`src/rtl/alu_operand_stage_pkg.sv`:
```
// -----------------------------------------------------------------------------
// alu_operand_stage_pkg
//   Shared ALU definitions: function codes understood by the add/sub ALU,
//   the state encoding of the operand skid buffer, and a helper that maps
//   a buffer state to its occupancy count.
//
//   Optional feature macro used by the stage: ALU_OPERAND_FWD_EN
//   (operand forwarding inputs). Nothing in this package depends on it.
// -----------------------------------------------------------------------------
package alu_operand_stage_pkg;

  // Width of the ALU function code field.
  localparam int FUNC_W = 4;

  // Function codes decoded by the downstream add/sub ALU.
  localparam logic [FUNC_W-1:0] FUNC_ADD = 4'h0;
  localparam logic [FUNC_W-1:0] FUNC_SUB = 4'h1;

  // Occupancy states of the 2-entry operand buffer.
  typedef enum logic [1:0] {
    ST_EMPTY = 2'd0,
    ST_ONE   = 2'd1,
    ST_FULL  = 2'd2
  } state_e;

  // Number of buffered operations held in a given state.
  function automatic logic [1:0] state_count(input state_e st);
    logic [1:0] cnt;
    case (st)
      ST_EMPTY: cnt = 2'd0;
      ST_ONE:   cnt = 2'd1;
      ST_FULL:  cnt = 2'd2;
      default:  cnt = 2'd0;
    endcase
    return cnt;
  endfunction

endpackage : alu_operand_stage_pkg

```
`src/rtl/alu_operand_reg.sv`:
```
// -----------------------------------------------------------------------------
// alu_operand_reg
//   Enable-loaded register holding one ALU operation (A, B, FuncCode).
//   Used twice by alu_operand_stage: once as the main (output) register and
//   once as the skid register.
//
//   Ports:
//     clk_i      clock, rising edge
//     reset_i    synchronous active-high reset, clears all fields to zero
//     load_i     capture a_i/b_i/func_i on the next rising edge
//     a_i, b_i   operand inputs (data_width bits)
//     func_i     function code input (FUNC_W bits)
//     a_o, b_o   registered operands
//     func_o     registered function code
// -----------------------------------------------------------------------------
module alu_operand_reg
  import alu_operand_stage_pkg::*;
#(
  parameter int data_width = 16
) (
  input  logic                  clk_i,
  input  logic                  reset_i,
  input  logic                  load_i,
  input  logic [data_width-1:0] a_i,
  input  logic [data_width-1:0] b_i,
  input  logic [FUNC_W-1:0]     func_i,
  output logic [data_width-1:0] a_o,
  output logic [data_width-1:0] b_o,
  output logic [FUNC_W-1:0]     func_o
);

  logic [data_width-1:0] a_q;
  logic [data_width-1:0] b_q;
  logic [FUNC_W-1:0]     func_q;

  // Operation storage: zero on reset, load on enable, otherwise hold.
  always_ff @(posedge clk_i) begin
    if (reset_i) begin
      a_q    <= {data_width{1'b0}};
      b_q    <= {data_width{1'b0}};
      func_q <= {FUNC_W{1'b0}};
    end else if (load_i) begin
      a_q    <= a_i;
      b_q    <= b_i;
      func_q <= func_i;
    end else begin
      a_q    <= a_q;
      b_q    <= b_q;
      func_q <= func_q;
    end
  end

  assign a_o    = a_q;
  assign b_o    = b_q;
  assign func_o = func_q;

endmodule : alu_operand_reg

```
`src/rtl/alu_operand_stage.sv`:
```
// -----------------------------------------------------------------------------
// alu_operand_stage
//   Two-entry in-order skid buffer sitting in front of the add/sub ALU.
//   The main register drives A/B/FuncCode directly; the skid register
//   absorbs one extra operation so that in_ready can be a pure function of
//   registered state (no combinational path from out_ready to in_ready).
//
//   Optional feature: define ALU_OPERAND_FWD_EN to add the forwarding inputs
//   fwd_data / fwd_sel_A / fwd_sel_B. When a select is high in the accept
//   cycle, fwd_data is captured in place of in_A / in_B.
//
//   Ports:
//     clk          clock, rising edge
//     reset        synchronous active-high reset (empties the buffer and
//                  zeroes both operation registers)
//     flush        synchronous clear of buffered operations (data registers
//                  keep stale contents)
//     in_valid     upstream offers an operation
//     in_ready     stage can accept an operation this cycle
//     in_A, in_B   operands offered upstream
//     in_FuncCode  function code offered upstream (passed unmodified)
//     out_valid    A/B/FuncCode hold a valid operation
//     out_ready    downstream ALU consumes the operation this cycle
//     A, B         operands driven to the ALU (from the main register)
//     FuncCode     function code driven to the ALU (from the main register)
//     count        buffer occupancy, 0..2
//     fwd_data     (ALU_OPERAND_FWD_EN only) forwarded operand value
//     fwd_sel_A    (ALU_OPERAND_FWD_EN only) capture fwd_data as A
//     fwd_sel_B    (ALU_OPERAND_FWD_EN only) capture fwd_data as B
// -----------------------------------------------------------------------------
module alu_operand_stage
  import alu_operand_stage_pkg::*;
#(
  parameter int data_width = 16
) (
  input  logic                  clk,
  input  logic                  reset,
  input  logic                  flush,
  input  logic                  in_valid,
  output logic                  in_ready,
  input  logic [data_width-1:0] in_A,
  input  logic [data_width-1:0] in_B,
  input  logic [FUNC_W-1:0]     in_FuncCode,
  output logic                  out_valid,
  input  logic                  out_ready,
  output logic [data_width-1:0] A,
  output logic [data_width-1:0] B,
  output logic [FUNC_W-1:0]     FuncCode,
  output logic [1:0]            count
`ifdef ALU_OPERAND_FWD_EN
  ,
  input  logic [data_width-1:0] fwd_data,
  input  logic                  fwd_sel_A,
  input  logic                  fwd_sel_B
`endif
);

  // Buffer state and registered handshake outputs.
  state_e     state_q;
  state_e     state_d;
  logic       out_valid_q;
  logic       in_ready_q;
  logic [1:0] count_q;

  // Handshake events.
  logic accept_s;
  logic release_s;

  // Register load controls decoded from state and handshakes.
  logic main_load_s;
  logic main_from_skid_s;
  logic skid_load_s;

  // Operation as captured from upstream (after optional forwarding).
  logic [data_width-1:0] cap_a_s;
  logic [data_width-1:0] cap_b_s;

  // Data presented to the main register.
  logic [data_width-1:0] main_a_s;
  logic [data_width-1:0] main_b_s;
  logic [FUNC_W-1:0]     main_func_s;

  // Register contents.
  logic [data_width-1:0] main_a_q;
  logic [data_width-1:0] main_b_q;
  logic [FUNC_W-1:0]     main_func_q;
  logic [data_width-1:0] skid_a_q;
  logic [data_width-1:0] skid_b_q;
  logic [FUNC_W-1:0]     skid_func_q;

  // in_ready is registered; the reset term only blanks it while reset is
  // held so nothing is offered to an upstream that would be thrown away.
  assign in_ready  = in_ready_q & ~reset;
  assign out_valid = out_valid_q;
  assign count     = count_q;

  assign accept_s  = in_valid & in_ready;
  assign release_s = out_valid_q & out_ready;

`ifdef ALU_OPERAND_FWD_EN
  // Forwarding substitutes fwd_data per operand, sampled in the accept cycle.
  always_comb begin
    if (fwd_sel_A) begin
      cap_a_s = fwd_data;
    end else begin
      cap_a_s = in_A;
    end
    if (fwd_sel_B) begin
      cap_b_s = fwd_data;
    end else begin
      cap_b_s = in_B;
    end
  end
`else
  // Without forwarding the upstream operands are captured as-is.
  always_comb begin
    cap_a_s = in_A;
    cap_b_s = in_B;
  end
`endif

  // Next-state and register load decode; flush overrides any handshake.
  always_comb begin
    state_d          = state_q;
    main_load_s      = 1'b0;
    main_from_skid_s = 1'b0;
    skid_load_s      = 1'b0;
    if (flush) begin
      state_d = ST_EMPTY;
    end else begin
      case (state_q)
        ST_EMPTY: begin
          if (accept_s) begin
            state_d     = ST_ONE;
            main_load_s = 1'b1;
          end else begin
            state_d = ST_EMPTY;
          end
        end
        ST_ONE: begin
          if (accept_s && release_s) begin
            // Pass-through: the new operation replaces the departing one.
            state_d     = ST_ONE;
            main_load_s = 1'b1;
          end else if (accept_s) begin
            // Main is stalled, so the newcomer waits in the skid register.
            state_d     = ST_FULL;
            skid_load_s = 1'b1;
          end else if (release_s) begin
            state_d = ST_EMPTY;
          end else begin
            state_d = ST_ONE;
          end
        end
        ST_FULL: begin
          // in_ready is low here, so only a release can move the state.
          if (release_s) begin
            state_d          = ST_ONE;
            main_load_s      = 1'b1;
            main_from_skid_s = 1'b1;
          end else begin
            state_d = ST_FULL;
          end
        end
        default: begin
          state_d = ST_EMPTY;
        end
      endcase
    end
  end

  // Main register source: the older skid entry when draining FULL,
  // otherwise the operation arriving from upstream.
  always_comb begin
    if (main_from_skid_s) begin
      main_a_s    = skid_a_q;
      main_b_s    = skid_b_q;
      main_func_s = skid_func_q;
    end else begin
      main_a_s    = cap_a_s;
      main_b_s    = cap_b_s;
      main_func_s = in_FuncCode;
    end
  end

  // Occupancy FSM with registered out_valid, in_ready and count.
  always_ff @(posedge clk) begin
    if (reset) begin
      state_q     <= ST_EMPTY;
      out_valid_q <= 1'b0;
      in_ready_q  <= 1'b1;
      count_q     <= 2'd0;
    end else begin
      state_q     <= state_d;
      out_valid_q <= (state_d != ST_EMPTY);
      in_ready_q  <= (state_d != ST_FULL);
      count_q     <= state_count(state_d);
    end
  end

  alu_operand_reg #(
    .data_width (data_width)
  ) u_main_reg (
    .clk_i   (clk),
    .reset_i (reset),
    .load_i  (main_load_s),
    .a_i     (main_a_s),
    .b_i     (main_b_s),
    .func_i  (main_func_s),
    .a_o     (main_a_q),
    .b_o     (main_b_q),
    .func_o  (main_func_q)
  );

  alu_operand_reg #(
    .data_width (data_width)
  ) u_skid_reg (
    .clk_i   (clk),
    .reset_i (reset),
    .load_i  (skid_load_s),
    .a_i     (cap_a_s),
    .b_i     (cap_b_s),
    .func_i  (in_FuncCode),
    .a_o     (skid_a_q),
    .b_o     (skid_b_q),
    .func_o  (skid_func_q)
  );

  assign A        = main_a_q;
  assign B        = main_b_q;
  assign FuncCode = main_func_q;

endmodule : alu_operand_stage

```
`config.mk`:
```
export PLATFORM = sky130hd
export DESIGN_NAME = alu_operand_stage
export DESIGN_NICKNAME = d
export VERILOG_FILES = /design/src/rtl/alu_operand_stage_pkg.sv /design/src/rtl/alu_operand_reg.sv /design/src/rtl/alu_operand_stage.sv
export SDC_FILE = /design/constraint.sdc
export NUM_CORES = 1
export LEC_CHECK = 0
export CAP_MARGIN = 40
export CORE_ASPECT_RATIO = 1.1
export CORE_MARGIN = 2
export CORE_UTILIZATION = 53
export CTS_CLUSTER_SIZE = 10
export DETAILED_ROUTE_END_ITERATION = 12
export PLACE_DENSITY = 0.82
export SLEW_MARGIN = 20
export SYNTH_ARGS = -nofsm -noshare
export SYNTH_HDL_FRONTEND = slang
export SYNTH_SLANG_ARGS = --single-unit
```
`constraint.sdc`:
```
create_clock -name clk -period 4.6 [get_ports clk]
set_input_delay 1.15 -clock clk [delete_from_list [all_inputs] [get_ports clk]]
set_output_delay 1.15 -clock clk [all_outputs]
set_load 0.1 [all_outputs]
```
==> results.sh, run 1 <==
export IMPL_grt_max_degree=77
export IMPL_clock_sinks=78
export IMPL_multi_input_comb_area_um2=1530
export IMPL_path_clk_slew_ns=0.07
export IMPL_dieArea_um2=6840
export IMPL_wl_um=8160
export IMPL_antenna_found_initial=0
export IMPL_skew_ns=0.00952
export IMPL_place_inst=525
export IMPL_hpwlAfterDp_um=5230
export IMPL_ir_drop_mv=0.234
export IMPL_clk_latency_ns=0.35
export IMPL_grt_usage_pct=24.5
export IMPL_leakage_uw=0.00194
export IMPL_clock_path_buffers=2
export IMPL_syn_inst=355
export IMPL_wl_per_cell_um=15.1
export IMPL_r2r_start="in_ready_q$_SDFF_PP1_"
export IMPL_path_max_fanout=38
export IMPL_holdPathEnd="u_skid_reg.b_o[7]$_SDFFE_PP0P_"
export IMPL_hp_start="u_skid_reg.b_o[7]$_SDFFE_PP0P_"
export IMPL_worst_slew_pin_slew_ns=0.868
export IMPL_die_h_um=86.5
export IMPL_drv_cap=0
export IMPL_r2r_setup_slack_ns=2.22
export IMPL_crit_slowest_cell="o211ai_4"
export IMPL_htree_levels=3
export IMPL_p_sw_uw=462
export IMPL_ys_seq_elements=78
export IMPL_relSlewSlack_pct=41.9
export IMPL_maxSlewViolCount=0
export IMPL_p_per_area_nw_per_um2=331
export IMPL_rsz0062_at_grt="false"
export IMPL_core_area_um2=6080
export IMPL_numCtsBuffers=9
export IMPL_place_congestion=0.767
export IMPL_critPathMaxStageDelay_ns=0.71
export IMPL_hold_violations=0
export IMPL_placementRows=30
export IMPL_fin_crit_sh_pct=69.1
export IMPL_area_growth_pct=47.9
export IMPL_swShare_pct=28.7
export IMPL_vias_per_cell=5.52
export IMPL_hold_buffers=0
export IMPL_critPathKind="input pin to flop"
export IMPL_worstSetupStartpointType="input pin"
export IMPL_cts_resized=0
export IMPL_yosysWarnings=0
export IMPL_required_ns=4.84
export IMPL_numPortBuffers=80
export IMPL_vias=2984
export IMPL_hold_path_class="flop to flop"
export IMPL_cp_cell_sequence="clkdlybuf4s50_1 > nand4bb_4 > o211ai_4 > buf_4 > a21oi_1 > a311oi_1"
export IMPL_finalSetupViolCount=0
export IMPL_power_frac_clock_pct=35.0
export IMPL_critPathCaptureType="flop"
export IMPL_arrival_ns=3.42
export IMPL_cts_root_buf="clkbuf_8"
export IMPL_grt_pass1_wl_um=13300
export IMPL_pwr_share_comb_pct=21.1
export IMPL_cts_tree="yes"
export IMPL_regToRegEndpoint="u_main_reg.b_o[3]$_SDFFE_PP0P_"
export IMPL_drt_iter0_drc=175
export IMPL_drc=0
export IMPL_fmax_mhz=315
export IMPL_syn_area_um2=3280
export IMPL_grt_overflow_total=0
export IMPL_synth_distinct_cells=28
export IMPL_layout_nets=499
export IMPL_first_pass_iters=4
export IMPL_finalCriticalPeriod_ns=3.18
export IMPL_start_util_pct=54.0
export IMPL_met1_usage_pct=28.2
export IMPL_fin_util_pct=79.8
export IMPL_seqPwrFrac_pct=43.9
export IMPL_postRouteAntennaNets=0
export IMPL_intPower_uw=1150
export IMPL_top_usage_layer="met2"
export IMPL_filler_cell_count=380
export IMPL_die_w_um=79.0
export IMPL_rr_worst_depth=8
export IMPL_cts_setup_buffers=0
export IMPL_seqCellArea_um2=1560
export IMPL_grt_pass1_vias=2954
export IMPL_grt_use_met3_pct=4.79
export IMPL_diodes=0
export IMPL_layout_common_cells="dfxtp_1 (78), clkdlybuf4s50_1 (78), nand2_1 (75)"
export IMPL_syn_area_per_cell_um2=9.24
export IMPL_ys_seq_area_share_pct=47.6
export IMPL_met2_usage_pct=44.5
export IMPL_outcome="completed"
export IMPL_fin_tns_setup_ns=0
export IMPL_drive_above_1_share_pct=14.5
export IMPL_finalNonFillerCells=541
export IMPL_whs_path_depth=2
export IMPL_syn_nets=398
export IMPL_ios=81
[through the flow]
step / hold WS, ns / total power (uW) / instance area [um^2] / setup slack, ns
3_3_place_gp: 0.440 / 999 / 4030 / 1.17
6_report: 0.456 / 1610 / 4850 / 1.42
3_5_place_dp: 0.446 / 1060 / 4630 / 1.05
4_1_cts: 0.456 / 1610 / 4850 / 1.44
5_1_grt: 0.478 / 1670 / 4850 / 1.23
2_1_floorplan: 0.436 / 918 / 3280 / 0.668
[power by group through the flow]
| stage | clock network, uW | logic [uW] | registers (uW) |
|---|---|---|---|
| detailed placement | 0 | 339 | 721 |
| floorplan | 0 | 74.9 | 843 |
| CTS | 569 | 340 | 706 |
| global route | 606 | 354 | 708 |
| finish | 563 | 339 | 706 |
| global placement | 0 | 277 | 721 |
[cell usage after synthesis]
| cell type | n | area share, % |
|---|---|---|
| buf_2 | 6 | 0.92 |
| nand4b_1 | 1 | 0.27 |
| nor2_1 | 1 | 0.11 |
| a21oi_1 | 73 | 11 |
| o21a_1 | 1 | 0.23 |
| nand3b_1 | 1 | 0.23 |
| o211ai_4 | 1 | 0.65 |
| or3_1 | 1 | 0.19 |
| clkbuf_1 | 21 | 2.4 |
| nor2b_1 | 2 | 0.38 |
| nand2_4 | 1 | 0.34 |
| and4b_4 | 1 | 0.42 |
| mux2i_1 | 36 | 11 |
| nand4bb_4 | 1 | 0.84 |
| inv_2 | 1 | 0.11 |
| a311oi_1 | 36 | 9.6 |
| and2_1 | 1 | 0.19 |
| o21ai_0 | 1 | 0.15 |
| ha_1 | 2 | 0.76 |
| nor4b_1 | 1 | 0.27 |
| a211oi_1 | 1 | 0.23 |
| nor3_1 | 2 | 0.31 |
| inv_1 | 1 | 0.11 |
| nand2_1 | 75 | 8.6 |
| dfxtp_1 | 78 | 48 |
| buf_6 | 7 | 2.4 |
| a2bb2oi_1 | 1 | 0.27 |
| nor3_2 | 1 | 0.31 |
[cell type report]
cell class	count	area share, %
Clock inverter	5	1.70
Sequential cell	78	32.2
Inverter	2	0.155
Timing Repair Buffer	124	29.4
Tap cell	80	2.06
Multi-Input combinational cell	241	31.5
Clock buffer	11	2.91
[metal layers]
metal	up-vias	share of wire, %
met5	-	0
met4	0	2.4
met1	1395	40
li1	1486	-
met2	84	53
met3	19	4.5
[worst max-delay path by stage]
| stage | startpoint | end |
|---|---|---|
| after floorplan | reset | u_skid_reg.a_o[0]$_SDFFE_PP0P_ |
| after CTS | in_valid | u_main_reg.b_o[14]$_SDFFE_PP0P_ |
| final | in_valid | u_main_reg.b_o[3]$_SDFFE_PP0P_ |
| after global placement | in_valid | u_main_reg.a_o[2]$_SDFFE_PP0P_ |
| after detailed placement | in_valid | u_main_reg.a_o[0]$_SDFFE_PP0P_ |
| after global routing | in_valid | u_main_reg.b_o[6]$_SDFFE_PP0P_ |
[registers in the layout, indices dropped and copies added (netlist names)]
| register | cells |
|---|---|
| u_skid_reg.b_o | 16 |
| u_main_reg.func_o | 4 |
| in_ready_q | 1 |
| u_skid_reg.a_o | 16 |
| u_main_reg.a_o | 16 |
| out_valid | 1 |
| u_main_reg.b_o | 16 |
| u_skid_reg.func_o | 4 |
| state_q | 2 |
| count | 2 |
[cells by family (layout without fill, tap and decap cells)]
| group | after synthesis | count (layout) | synth area share, % |
|---|---|---|---|
| AOI/OAI and AO/OA | 114 | 114 | 22.3 |
| adders and majority gates | 2 | 2 | 0.763 |
| buffers and inverters | 36 | 142 | 5.95 |
| DFF | 78 | 78 | 47.6 |
| muxes | 36 | 36 | 11.0 |
| and+or+nand+nor | 89 | 89 | 12.4 |
[critical path: cells and delay by family]
family | cells | cell delay, ns
AOI/OAI and AO/OA | 3 | 1.13
buffers and inverters | 2 | 0.99
and+or+nand+nor | 1 | 0.14
(Power assumes the default switching activity.)
==> inputs of run 2 (changes only) <==
--- a/config.mk
+++ b/config.mk
@@ -8,10 +8,10 @@
 export CAP_MARGIN = 40
 export CORE_ASPECT_RATIO = 1.1
 export CORE_MARGIN = 2
-export CORE_UTILIZATION = 53
+export CORE_UTILIZATION = 49
 export CTS_CLUSTER_SIZE = 10
 export DETAILED_ROUTE_END_ITERATION = 12
-export PLACE_DENSITY = 0.82
+export PLACE_DENSITY = 0.76
 export SLEW_MARGIN = 20
 export SYNTH_ARGS = -nofsm -noshare
 export SYNTH_HDL_FRONTEND = slang
==> constraint.sdc (replaced) <==
create_clock -name clk -period 2.98 [get_ports clk]
set_input_delay 0.745 -clock clk [delete_from_list [all_inputs] [get_ports clk]]
set_output_delay 0.745 -clock clk [all_outputs]
set_load 0.1 [all_outputs]
==> results.sh, run 2 (synthesis gave the netlist of run 1 again) <==
export IMPL_outcome="completed"
export IMPL_numPortBuffers=80
export IMPL_path_clk_slew_ns=0.08
export IMPL_ios=81
export IMPL_drive_above_1_share_pct=16.3
export IMPL_die_h_um=89.8
export IMPL_dieArea_um2=7370
export IMPL_r2r_start="in_ready_q$_SDFF_PP1_"
export IMPL_rsz0062_at_grt="false"
export IMPL_place_congestion=0.771
export IMPL_cts_tree="yes"
export IMPL_placementRows=31
export IMPL_grt_pass1_wl_um=11500
export IMPL_holdPathEnd="u_skid_reg.func_o[2]$_SDFFE_PP0P_"
export IMPL_grt_max_degree=77
export IMPL_critPathKind="input pin to flop"
export IMPL_drv_cap=0
export IMPL_ir_drop_mv=0.274
export IMPL_grt_overflow_total=0
export IMPL_die_w_um=82.0
export IMPL_skew_ns=0.0123
export IMPL_clock_path_buffers=2
export IMPL_worst_slew_pin_slew_ns=0.798
export IMPL_vias=2751
export IMPL_antenna_found_initial=0
export IMPL_hold_path_class="flop to flop"
export IMPL_hold_violations=0
export IMPL_layout_cells_most_common="dfxtp_1"
export IMPL_drc=0
export IMPL_maxSlewViolCount=0
export IMPL_wl_per_cell_um=14.5
export IMPL_start_util_pct=50.3
export IMPL_numCtsBuffers=9
export IMPL_area_growth_pct=27.1
export IMPL_finalCriticalPeriod_ns=2.37
export IMPL_r2r_setup_slack_ns=0.95
export IMPL_place_inst=490
export IMPL_leakage_uw=0.00171
export IMPL_fin_tns_setup_ns=0
export IMPL_htree_levels=3
export IMPL_clk_latency_ns=0.34
export IMPL_vias_per_cell=5.44
export IMPL_layout_common_cells="dfxtp_1 (78), nand2_1 (75), a21oi_1 (73)"
export IMPL_diodes=0
export IMPL_cts_root_buf="clkbuf_8"
export IMPL_fin_crit_sh_pct=79.5
export IMPL_core_area_um2=6520
export IMPL_cts_resized=0
export IMPL_cts_setup_buffers=0
export IMPL_hold_buffers=0
export IMPL_relSlewSlack_pct=46.8
export IMPL_rr_worst_depth=8
export IMPL_wl_um=7360
export IMPL_grt_pass1_vias=2445
export IMPL_p_per_area_nw_per_um2=530
export IMPL_required_ns=3.22
export IMPL_regToRegEndpoint="u_main_reg.b_o[15]$_SDFFE_PP0P_"
export IMPL_first_pass_iters=4
export IMPL_fmax_mhz=422
export IMPL_path_max_fanout=30
export IMPL_grt_usage_pct=19.7
export IMPL_whs_path_depth=2
export IMPL_hpwlAfterDp_um=4480
export IMPL_finalNonFillerCells=506
export IMPL_clock_sinks=78
export IMPL_critPathCaptureType="flop"
export IMPL_finalSetupViolCount=0
export IMPL_postRouteAntennaNets=0
export IMPL_hp_start="u_skid_reg.func_o[2]$_SDFFE_PP0P_"
export IMPL_arrival_ns=2.61
export IMPL_worstSetupStartpointType="input pin"
export IMPL_drt_iter0_drc=199
export IMPL_layout_nets=462
[run 2: cell types whose count changed in the layout (fill, tap and decap cells not counted), moves of 2 or more]
| cell | previous run | this run |
|---|---|---|
| buf_12 | 0 | 4 |
| buf_4 | 6 | 43 |
| bufinv_16 | 2 | 0 |
| clkinvlp_4 | 0 | 3 |
| clkdlybuf4s50_1 | 78 | 39 |
| buf_8 | 38 | 0 |
[run 2: critical path: stages]
cell             delay, ns
clkdlybuf4s50_1       0.52
and2_1                0.16
ha_1                  0.15
nand3b_1              0.13
o211ai_4              0.29
buf_12                0.25
a21oi_1               0.08
a311oi_1              0.28
[run 2: worst max-delay path by stage]
stage | endpoint | startpoint | slack (ns) | depth (start not counted)
2_1_floorplan | u_skid_reg.a_o[0]$_SDFFE_PP0P_ | reset | 0.04 | 9
3_3_place_gp | u_main_reg.a_o[14]$_SDFFE_PP0P_ | in_valid | 0.33 | 8
3_5_place_dp | u_main_reg.b_o[15]$_SDFFE_PP0P_ | in_valid | 0.27 | 8
4_1_cts | u_main_reg.a_o[0]$_SDFFE_PP0P_ | in_valid | 0.61 | 8
5_1_grt | u_main_reg.b_o[1]$_SDFFE_PP0P_ | in_valid | 0.41 | 8
6_report | u_main_reg.b_o[15]$_SDFFE_PP0P_ | in_valid | 0.61 | 8
[run 2: power breakdown]
| group | internal, uW | switching [uW] |
|---|---|---|
| Clock | 303 | 384 |
| Combinational | 130 | 305 |
| Sequential | 1070 | 18.6 |
| Total | 1500 | 707 |
[run 2: layer usage]
layer / vias up / wire length (um) / GRT usage (%)
met5: - / 0 / 0
met4: 0 / 108 / 8.06
met3: 9 / 327 / 3.61
met2: 59 / 3530 / 31.3
met1: 1271 / 3390 / 26.1
li1: 1412 / - / -
[run 2: cell type report]
type | instances | area [um^2]
Fill cell | 568 | 2350
Sequential cell | 78 | 1560
Multi-Input combinational cell | 241 | 1530
Timing Repair Buffer | 87 | 798
Clock buffer | 11 | 131
Tap cell | 82 | 103
Clock inverter | 5 | 36.3
Inverter | 2 | 7.51
[run 2: per-stage QoR]
| step | setup WS (ns) | hold WS (ns) | area (um^2) | total power, uW | util (%) |
|---|---|---|---|---|---|
| after floorplan | 0.0432 | 0.436 | 3280 | 1420 | - |
| after global placement | 0.334 | 0.441 | 4000 | 1540 | 61.4 |
| after detailed placement | 0.265 | 0.446 | 4000 | 1550 | 61.4 |
| after CTS | 0.614 | 0.457 | 4170 | 2220 | 64.0 |
| after global routing | 0.413 | 0.473 | 4170 | 2290 | 64.0 |
| final | 0.611 | 0.455 | 4170 | 2210 | 64.0 |
